===== src/rtl/lfsr_run_ctrl.sv =====
// Run sequencer for the LFSR datapath: accepts a tap/seed/length configuration,
// issues a one-cycle load, then paces step strobes from a clock divider.
module lfsr_run_ctrl #(
  parameter int unsigned CLOCK_HZ = 1000000,
  parameter int unsigned STEP_HZ  = 1,
  parameter int unsigned WIDTH    = 8
) (
  input  logic             clk,
  input  logic             reset,
  input  logic             cfg_valid,
  output logic             cfg_ready,
  input  logic [WIDTH-1:0] cfg_taps,
  input  logic [WIDTH-1:0] cfg_seed,
  input  logic [15:0]      cfg_steps,
  input  logic             abort,
  output logic             lfsr_load,
  output logic [WIDTH-1:0] lfsr_taps,
  output logic [WIDTH-1:0] lfsr_seed,
  output logic             lfsr_step,
  output logic             busy,
  output logic             done,
  output logic             err,
  output logic [15:0]      step_count
);

  localparam int unsigned DIV  = CLOCK_HZ / STEP_HZ;
  localparam int unsigned DivW = (DIV > 1) ? $clog2(DIV) : 1;
  localparam logic [DivW-1:0] DivLast = DivW'(DIV - 1);

  if (DIV < 1) begin : g_div_check
    $error("lfsr_run_ctrl: CLOCK_HZ / STEP_HZ must be at least 1");
  end

  localparam logic [1:0] StIdle = 2'd0;
  localparam logic [1:0] StLoad = 2'd1;
  localparam logic [1:0] StRun  = 2'd2;
  localparam logic [1:0] StDone = 2'd3;

  logic [1:0]       state_q, state_d;
  logic [DivW-1:0]  div_q, div_d;
  logic [WIDTH-1:0] taps_q, taps_d;
  logic [WIDTH-1:0] seed_q, seed_d;
  logic [15:0]      steps_q, steps_d;
  logic [15:0]      count_q, count_d;
  logic             step_q, step_d;
  logic             done_q, done_d;
  logic             err_q, err_d;
  logic             ready_q, ready_d;
  logic             accept;
  logic             tick;
  logic             finished;

  assign accept   = cfg_valid && ready_q;
  assign tick     = (div_q == DivLast);
  assign finished = (steps_q != 16'd0) && (count_q == steps_q);

  always_comb begin
    state_d = state_q;
    div_d   = div_q;
    taps_d  = taps_q;
    seed_d  = seed_q;
    steps_d = steps_q;
    count_d = count_q;
    err_d   = err_q;
    step_d  = 1'b0;
    done_d  = 1'b0;

    case (state_q)
      StIdle, StDone: begin
        if (accept) begin
          if (cfg_taps == '0) begin
            err_d   = 1'b1;
            state_d = StIdle;
          end else begin
            err_d   = 1'b0;
            taps_d  = cfg_taps;
            seed_d  = (cfg_seed == '0) ? WIDTH'(1) : cfg_seed;
            steps_d = cfg_steps;
            count_d = 16'd0;
            state_d = StLoad;
          end
        end
      end
      StLoad: begin
        div_d   = '0;
        state_d = abort ? StIdle : StRun;
      end
      StRun: begin
        if (abort) begin
          state_d = StIdle;
        end else if (finished) begin
          // Final strobe was issued last cycle; done follows it by one cycle.
          state_d = StDone;
          done_d  = 1'b1;
        end else begin
          div_d = tick ? '0 : div_q + 1'b1;
          if (tick) begin
            // Strobe is registered, so it appears the cycle after terminal count.
            step_d  = 1'b1;
            count_d = count_q + 16'd1;
          end
        end
      end
      default: state_d = StIdle;
    endcase

    ready_d = (state_d == StIdle) || (state_d == StDone);
  end

  always_ff @(posedge clk) begin
    if (reset) begin
      state_q <= StIdle;
      div_q   <= '0;
      taps_q  <= '0;
      seed_q  <= '0;
      steps_q <= 16'd0;
      count_q <= 16'd0;
      step_q  <= 1'b0;
      done_q  <= 1'b0;
      err_q   <= 1'b0;
      ready_q <= 1'b0;
    end else begin
      state_q <= state_d;
      div_q   <= div_d;
      taps_q  <= taps_d;
      seed_q  <= seed_d;
      steps_q <= steps_d;
      count_q <= count_d;
      step_q  <= step_d;
      done_q  <= done_d;
      err_q   <= err_d;
      ready_q <= ready_d;
    end
  end

  assign cfg_ready  = ready_q;
  assign lfsr_load  = (state_q == StLoad);
  assign busy       = (state_q == StLoad) || (state_q == StRun);
  assign lfsr_step  = step_q;
  assign done       = done_q;
  assign err        = err_q;
  assign lfsr_taps  = taps_q;
  assign lfsr_seed  = seed_q;
  assign step_count = count_q;

endmodule

===== config.mk =====
export PLATFORM = sky130hd
export DESIGN_NAME = lfsr_run_ctrl
export DESIGN_NICKNAME = d
export VERILOG_FILES = /design/src/rtl/lfsr_run_ctrl.sv
export SDC_FILE = /design/constraint.sdc
export NUM_CORES = 1
export LEC_CHECK = 0
export BUFFER_PORTS_ARGS = -buffer_cell sky130_fd_sc_hd__buf_4
export CORE_MARGIN = 4
export CORE_UTILIZATION = 50
export CTS_BUF_LIST = sky130_fd_sc_hd__clkbuf_4
export DETAILED_ROUTE_END_ITERATION = 6
export PLACE_DENSITY = 0.77
export SLEW_MARGIN = 10
export SYNTH_ARGS = -nofsm -noshare
export SYNTH_HDL_FRONTEND = slang
export SYNTH_SLANG_ARGS = --single-unit

===== constraint.sdc =====
create_clock -name clk -period 3 [get_ports clk]
set_input_delay 0.3 -clock clk [delete_from_list [all_inputs] [get_ports clk]]
set_output_delay 0.3 -clock clk [all_outputs]
set_load 0.02 [all_outputs]

[Word-level counts from Yosys, hierarchy flattened]
Cells that the tools add are included.
Word-level totals
  register bits: 74
  output and inout port bits: 38
Operators by class
  reduce and logical (&&, ||, !) cells: 18
  bitwise operators: 2
  equal/unequal tests: 11
  mux-type cells: 20
  $add $sub $neg: 2
Operators by type and width (number)
  $mux W16: 5
  $mux W20: 3
  $pmux W20 S2: 1
  $pmux W16 S2: 1
  $add A20 B1 Y20 const B: 1
  $eq A20 B20 Y1 const B: 1
  $add A16 B1 Y16 const B: 1
  $eq A16 B16 Y1: 1
  $logic_not A8 Y1: 2
  $reduce_bool A16 Y1: 1
  $ne A2 B2 Y1 const B: 5
  $mux W2: 4
  $mux W8: 1
  $eq A2 B2 Y1 const B: 3
  $pmux W2 S3: 1
  $reduce_and A3 Y1: 2
  $reduce_and A6 Y1: 1
  $logic_not A2 Y1: 2
  $mux W1: 4
  $reduce_bool A2 Y1: 2
  $reduce_or A4 Y1: 1
  $reduce_or A3 Y1: 1
  $eq A2 B1 Y1 const B: 1
  $logic_and A1 B1 Y1: 2
  other kinds (4): 6

[Logic depth before layout (Yosys ltp)]
Gate-level depths: netlist (run 1).
  depth in word-level cells: 7
  gate-level depth with buffers: 10
  gate-level depth less buffers: 9

[Worst setup path before layout (run 1)]
Ideal clock, no wire load.
  path type: register to register
  start: register state_q[0]
  end: register count_q[15], in the netlist step_count[15]
  arrival time: 2.084 ns
  buffers on the path: 1
  slack: 0.796 ns
  cell stages (with the launch flop): 11
  path through: dfxtp_1 > inv_1 > ha_1 > buf_2 > inv_1 > nand2_1 > a21oi_1 > nand2_1 > a21oi_2 > nand4_1 > mux2_2
On the way
  word-level cells in the longest chain between the ends: 4
  elaborated cells on any way between the ends: 12
  classes of those cells: 7 x eq/ne; 1 x mux; 4 x reduce/logical
Ends and longest elaborated chain
  from (decl): RTL line 39  | logic [1:0] state_q, state_d;
  from (signal assigned): RTL line 112  | state_q <= StIdle;
  from (signal assigned): RTL line 123  | state_q <= state_d;
  $eq A2 B2 Y1 or $logic_not A2 Y1 (tied branches): RTL line 68  | case (state_q)
  $reduce_or A2 Y1: RTL line 68
  $ne A2 B2 Y1 (no source line) or $reduce_bool A2 Y1 (tied branches)
  $reduce_and A6 Y1 (no source line)
  to (signal assigned): RTL line 128  | count_q <= count_d;
  to (decl): RTL line 44  | logic [15:0] count_q, count_d;
Parallel ways exist; a longest one is shown, timed or not.
A chain may end at the register's enable or synchronous reset.

[Worst setup path after layout (run 1)]
Same ends and word-level chain as after synthesis.

==> metrics.txt, run 1 <==
status=finished, final reports clean; Vias/cell=5.53; Worst Path Max Fanout=9; H-tree depth=3; commonest non-fill, non-tap cell in the layout=buf_4; CTS buffer count=9; Hold Buf Count CTS=0; TritonRoute pass-1 iters=4; global-route wire length before repair=13900 um; syn avg cell area=8.02 um2; Layout area overhead=21.9%; clock root cell=clkbuf_4; largest area contributor in the netlist=dfxtp_1; Post-synth ARST share=0; largest net degree at the start of global routing=41; register area share after synthesis=0.429; post-synthesis instance total=431; Max clock buf depth=2; Max Cap Viol=0; max incr delay on CP=0.42 ns; share of layout cells above drive strength 1=0.211; CP Launch Type=register; Slew @ Worst Pin=0.630 ns; Synth area leaders=dfxtp_1 43%, a21oi_1 8.3%, nand2_1 8.0%; Top FF cell, synth=dfxtp_1; Worst Setup End Kind=register; FF-to-FF End=step_count[15]$_SDFFE_PP0P_; Max Slew Vio Count=0; CTS tree=done; PortBufs=73; global-route usage over all layers=0.203; fin crit share=0.828; postcts setup bufs=0; Starting Density=0.511; DR WL/cell=about 14 um; Total Power=1.91 mW; CP Cell Sequence=inv_1 > ha_1 > nand3_1 > a21o_1 > a21oi_1 > nand2_1 > a21oi_2 > nand4_1 > mux2_2; mapped cell area=0.00346 mm2; RSZ-0062 raised after global routing=no; setup violators final=0; count of cell types in the netlist=45; Total Routed Length=8250 um; CP max-delay cell=ha_1; leakage=1.67 nW; Worst Path Arrival=~2.8 ns; most frequent cells in the layout=81 x buf_4, 74 x nand2_1, 74 x dfxtp_1, 56 x a21oi_1, 42 x nor2_1; diode count=0; reg2reg setup slack=~0.51 ns; PD cells=454 mW/mm2; VDD IR max=0.309 mV; Crit Path Category=reg -> reg; DIE AREA=0.00831 mm2; Hold Path Stages=3; synth warn=0; nets@finish=around 540; core box area=0.00676 mm2; GP Congestion=0.867; Ports=74; worst r2r src=state_q[0]$_SDFF_PP0_; clock sink count=74; EDFF count, synth=0; Hold Crit Start=cfg_steps[13]; Clock Latency Late Sink=approximately 0.42 ns; die height=91.1 um; top cell type's share of synthesized area=0.429; Worst-path clk slew=approximately 0.12 ns; post-DP HPWL=6110 um; DRC=0; total number of vias=3240; total gr overflow=0; hold path endpoint=steps_q[13]$_SDFFE_PP0P_; Max Fclk=roughly 400 MHz; Worst EP required=~3.3 ns; Synth Register Bits=74; Tmin final=2.49 ns; Mapped Nets=471; Clock Skew=0.0141 ns; Reg2Reg Depth=9; Filler cells=606; Setup Total Neg Slack=0 ns; chip width=between 90 and 100 um; count of final hold-check violations=0; initial antenna violation count=0; Post-CTS Resized=0; Cell Rows=30; post-route ant nets=0; Hold WC Path Type=in -> reg; vias in the first global route=3031; Slew headroom=0.578; Iteration-0 DRC Markers=roughly 210
logic make-up (layout without fill, tap and decap cells):
kind of cell             after synthesis  in the layout  synth area share
AND/OR/NAND/NOR                      200            200             0.278
AO/OA/AOI/OAI                         76             76             0.125
flip-flops                            74             74             0.429
adder cells (fa/ha/maj)                4              4            0.0145
buffers and inverters                 31            106            0.0366
multiplexers                           2              2           0.00615
XOR/XNOR                              44             44             0.112
worst max-delay path, delay by kind of cell (launching register included):
family                   cells  cell delay, ns
AO/OA/AOI/OAI                3            0.80
adder cells (fa/ha/maj)      1            0.42
buffers and inverters        1            0.05
flip-flops                   1            0.37
multiplexers                 1            0.29
AND/OR/NAND/NOR              3            0.46
how the worst max path moves through the flow:
| stage | startpoint | to | slack, ns | cells after the start |
|---|---|---|---|---|
| global placement | state_q[0]$_SDFF_PP0_ | step_count[15]$_SDFFE_PP0P_ | 0.67 | 9 |
| global route | state_q[0]$_SDFF_PP0_ | step_count[15]$_SDFFE_PP0P_ | 0.31 | 9 |
| CTS | state_q[0]$_SDFF_PP0_ | step_count[15]$_SDFFE_PP0P_ | 0.52 | 9 |
| detailed placement | state_q[0]$_SDFF_PP0_ | step_count[15]$_SDFFE_PP0P_ | 0.53 | 9 |
| floorplan | state_q[0]$_SDFF_PP0_ | step_count[15]$_SDFFE_PP0P_ | 0.80 | 10 |
| finish | state_q[0]$_SDFF_PP0_ | step_count[15]$_SDFFE_PP0P_ | 0.51 | 9 |
cell usage after synthesis (all sizes together), types with 5 or more instances:
| cell | instances |
|---|---|
| inv | 9 |
| xor2 | 20 |
| xnor2 | 24 |
| a21oi | 58 |
| nor2 | 43 |
| clkbuf | 17 |
| buf | 5 |
| nand4 | 17 |
| nand3 | 20 |
| nor4 | 14 |
| nand2 | 74 |
| nor3 | 11 |
| and3 | 6 |
| dfxtp | 74 |
report_power, final:
group	switching, mW	leakage (nW)	internal, mW
clock network	0.351	0.0656	0.250
registers	0.0253	0.600	1.01
logic	0.162	1.01	0.109
per-layer routing:
layer	track usage	wire length (um)	up-vias
met3	0.0679	626	14
met4	0.0854	140	0
met1	0.258	3710	1488
met2	0.314	3770	98
li1	-	-	1640
met5	0	0	-
registers in the layout, summed over array words and instances, names as in the netlist, 2 cells and up:
signal      flops
lfsr_taps       8
steps_q        16
state_q         2
lfsr_seed       8
div_q          20
step_count     16
stage by stage:
step           std cells   util  area, um2  hold WS (ns)  setup WS (ns)
4_1_cts              586  0.624       4210         0.102          0.517
6_report             586  0.624       4210         0.115          0.515
2_1_floorplan        431      -       3460         0.436          0.796
3_5_place_dp         570  0.603       4080         0.448          0.528
5_1_grt              586  0.624       4210        0.0934          0.307
3_3_place_gp         570  0.603       4080         0.443          0.669
area by class of cell:
cell class	count	area [um2]	share of cell area
clock buffers	9	67.6	0.0160
flip-flops and latches	74	1480	0.352
well taps	80	100	0.0238
inverters	9	33.8	0.00802
clock inverters	7	70.1	0.0166
repair buffers	81	608	0.144
multi-input cells	326	1850	0.440
(Power assumes the default switching activity.)
==> inputs of run 2 (changes only) <==
Settings changed: PLACE_DENSITY 0.77 to 0.8.
Clock period 3 ns to 2.2 ns, I/O delays scaled along.
==> run 2 against run 1 <==
Hold slack got worse by 0.092 ns. Sequential power up 37%. Power up 53%. Maximum frequency up 16%. Worst setup slack worse by 0.46 ns. Combinational power rose by 60%. Final area increased by 8.1%. Register-to-register slack lost 0.46 ns. Critical path depth unchanged.
==> metrics.txt, run 2 (synthesis gave the netlist of run 1 again) <==
status=finished, final reports clean; post-route ant nets=0 (unchanged); CP Launch Type=register; Core Util, Final=0.674 (+0.0507); initial antenna violation count=0 (unchanged); internal power=2.14 mW (+56%); final instance area=0.00456 mm2 (+8.1%); Clk pwr share=0.366 (+0.052); Gate power share=0.148 (+0.006); GP Congestion=0.871 (+0.43%); Max Fclk=467 MHz (+16%); Slew @ Worst Pin=0.621 ns (-0.00838 ns); count of final hold-check violations=0 (unchanged); PD cells=642 mW/mm2 (+42%); post-DP HPWL=6720 um (+9.9%); diode count=0 (unchanged); Max Slew Vio Count=0 (unchanged); most frequent cells in the layout=108 x buf_4, 74 x nand2_1, 70 x dfxtp_1, 52 x a21oi_1, 42 x nor2_1; global-route usage over all layers=0.221 (+0.0184); Max Cap Viol=0 (unchanged); Filler cells=566 (-6.6%); DR WL/cell=15.1 um (+7.4%); Worst EP required=2.53 ns (-0.79 ns); Worst Path Arrival=2.47 ns (-0.33 ns); PortBufs=73 (unchanged); Layout area overhead=31.8%; Vias/cell=5.51 (-0.32%); Clock Latency Late Sink=0.42 ns (about the same); Total Routed Length=9280 um (+13%); CP max-delay cell=nor4_1; Reg2Reg Depth=9 (unchanged); Biggest register=div_q; Post-DP Area=0.00430 mm2 (+5.6%); Hold Path Stages=3 (unchanged); Hold WC Path Type=in -> reg; setup violators final=0 (unchanged); Critical path buffers and inverters=2 (+1); Cell Rows=30 (unchanged); chip width=91.1 um (unchanged); clock root cell=clkbuf_4; leakage=1.85 nW (+11%); H-tree depth=3 (unchanged); Starting Density=0.511 (unchanged); core box area=0.00676 mm2 (unchanged); Iteration-0 DRC Markers=174 (-18%); Ports=74 (unchanged); Worst path top cell family by delay=simple AND/OR/NAND/NOR gates; commonest non-fill, non-tap cell in the layout=buf_4; switching pwr=0.783 mW (+45%); DRC=0 (unchanged); global-route wire length before repair=15100 um (+8.8%); Max clock buf depth=2 (unchanged); TritonRoute pass-1 iters=4 (unchanged); total number of vias=3384 (+4.4%); clock sink count=74 (unchanged); share of layout cells above drive strength 1=0.281 (+0.0694); Reg power frac=0.486 (-0.058); max reg flops=20 (unchanged); nets@finish=569 (+5.2%); largest net degree at the start of global routing=40 (-2.4%); CTS tree=done; CTS buffer count=9 (unchanged); total gr overflow=0 (unchanged); Clock Skew=0.0151 ns (+0.00103 ns); die height=91.1 um (unchanged); sw frac=0.268 (-0.0141); Levels on crit path=9 (unchanged); vias in the first global route=3300 (+8.9%); DIE AREA=0.00831 mm2 (unchanged); max incr delay on CP=0.41 ns (about the same); VDD IR max=0.461 mV (+49%); Worst-path clk slew=0.13 ns (about the same); Worst Path Max Fanout=6 (-3); Worst Setup End Kind=register; Hold Buf Count CTS=0 (unchanged); postcts setup bufs=0 (unchanged); Tmin final=2.14 ns (-0.343 ns); Crit Path Category=reg -> reg; Slew headroom=0.582 (+0.00429); CP Cell Sequence=xor2_1 > nor4_1 > nand3_2 > buf_4 > nor3_2 > buf_4 > nor2_1 > xnor2_1 > nor2_1; fin crit share=0.973 (+0.145); Setup Total Neg Slack=0 ns (unchanged)
-- run 2: final timing paths --
kind                                                 start                        end  slack, ns
worst min register to register   lfsr_seed[4]$_SDFFE_PP0P_  lfsr_seed[4]$_SDFFE_PP0P_       0.47
worst max register to register  step_count[6]$_SDFFE_PP0P_      div_q[6]$_SDFFE_PP0P_       0.06
worst max-delay path            step_count[6]$_SDFFE_PP0P_      div_q[6]$_SDFFE_PP0P_       0.06
worst min-delay path                          cfg_steps[8]    steps_q[8]$_SDFFE_PP0P_       0.02
-- run 2: final cells by class --
class | instances | area (um2) | area share
tap | 80 | 100 | 0.0220
clock buffer | 9 | 67.6 | 0.0148
inverter | 9 | 33.8 | 0.00742
multi-input combinational | 326 | 1920 | 0.421
timing repair buffer | 109 | 831 | 0.182
clock inverter | 7 | 118 | 0.0258
sequential | 74 | 1490 | 0.326
-- run 2: repair_timing --
item,4_1_cts,5_1_grt
pin swaps,0,1
endpoints found under the hold margin,0,0
endpoints found under the setup margin,1,42
resized for setup,1,15
-- run 2: worst register-to-register path, cell delays in order (launching register included) --
cell     delay, ns
dfxtp_1       0.37
xor2_1        0.17
nor4_1        0.41
nand3_2       0.16
buf_4         0.19
nor3_2        0.26
buf_4         0.21
nor2_1        0.06
xnor2_1       0.15
nor2_1        0.07
-- run 2: per-stage QoR --
stage | setup WS [ns] | power, mW | hold WS (ns) | instances
6_report | 0.0584 | 2.93 | 0.0235 | 614
5_1_grt | -0.0538 | 3.03 | 0.0218 | 614
4_1_cts | 0.00915 | 2.91 | 0.00849 | 614
3_5_place_dp | 0.0149 | 1.86 | 0.449 | 598
3_3_place_gp | 0.0185 | 1.85 | 0.442 | 598
2_1_floorplan | 0.0466 | 1.67 | 0.356 | 431
-- run 2: per-layer routing --
metal	routed length [um]	global-route usage	up-vias
li1	-	-	1692
met1	4000	0.281	1548
met2	4250	0.350	125
met3	870	0.0655	19
met4	150	0.0917	0
met5	0	0	-
-- run 2: power groups by stage --
stage | combinational, mW | sequential [mW] | clock [mW]
finish | 0.433 | 1.42 | 1.07
global route | 0.472 | 1.43 | 1.14
CTS | 0.415 | 1.42 | 1.08
detailed placement | 0.412 | 1.45 | 0
global placement | 0.403 | 1.44 | 0
floorplan | 0.204 | 1.47 | 0
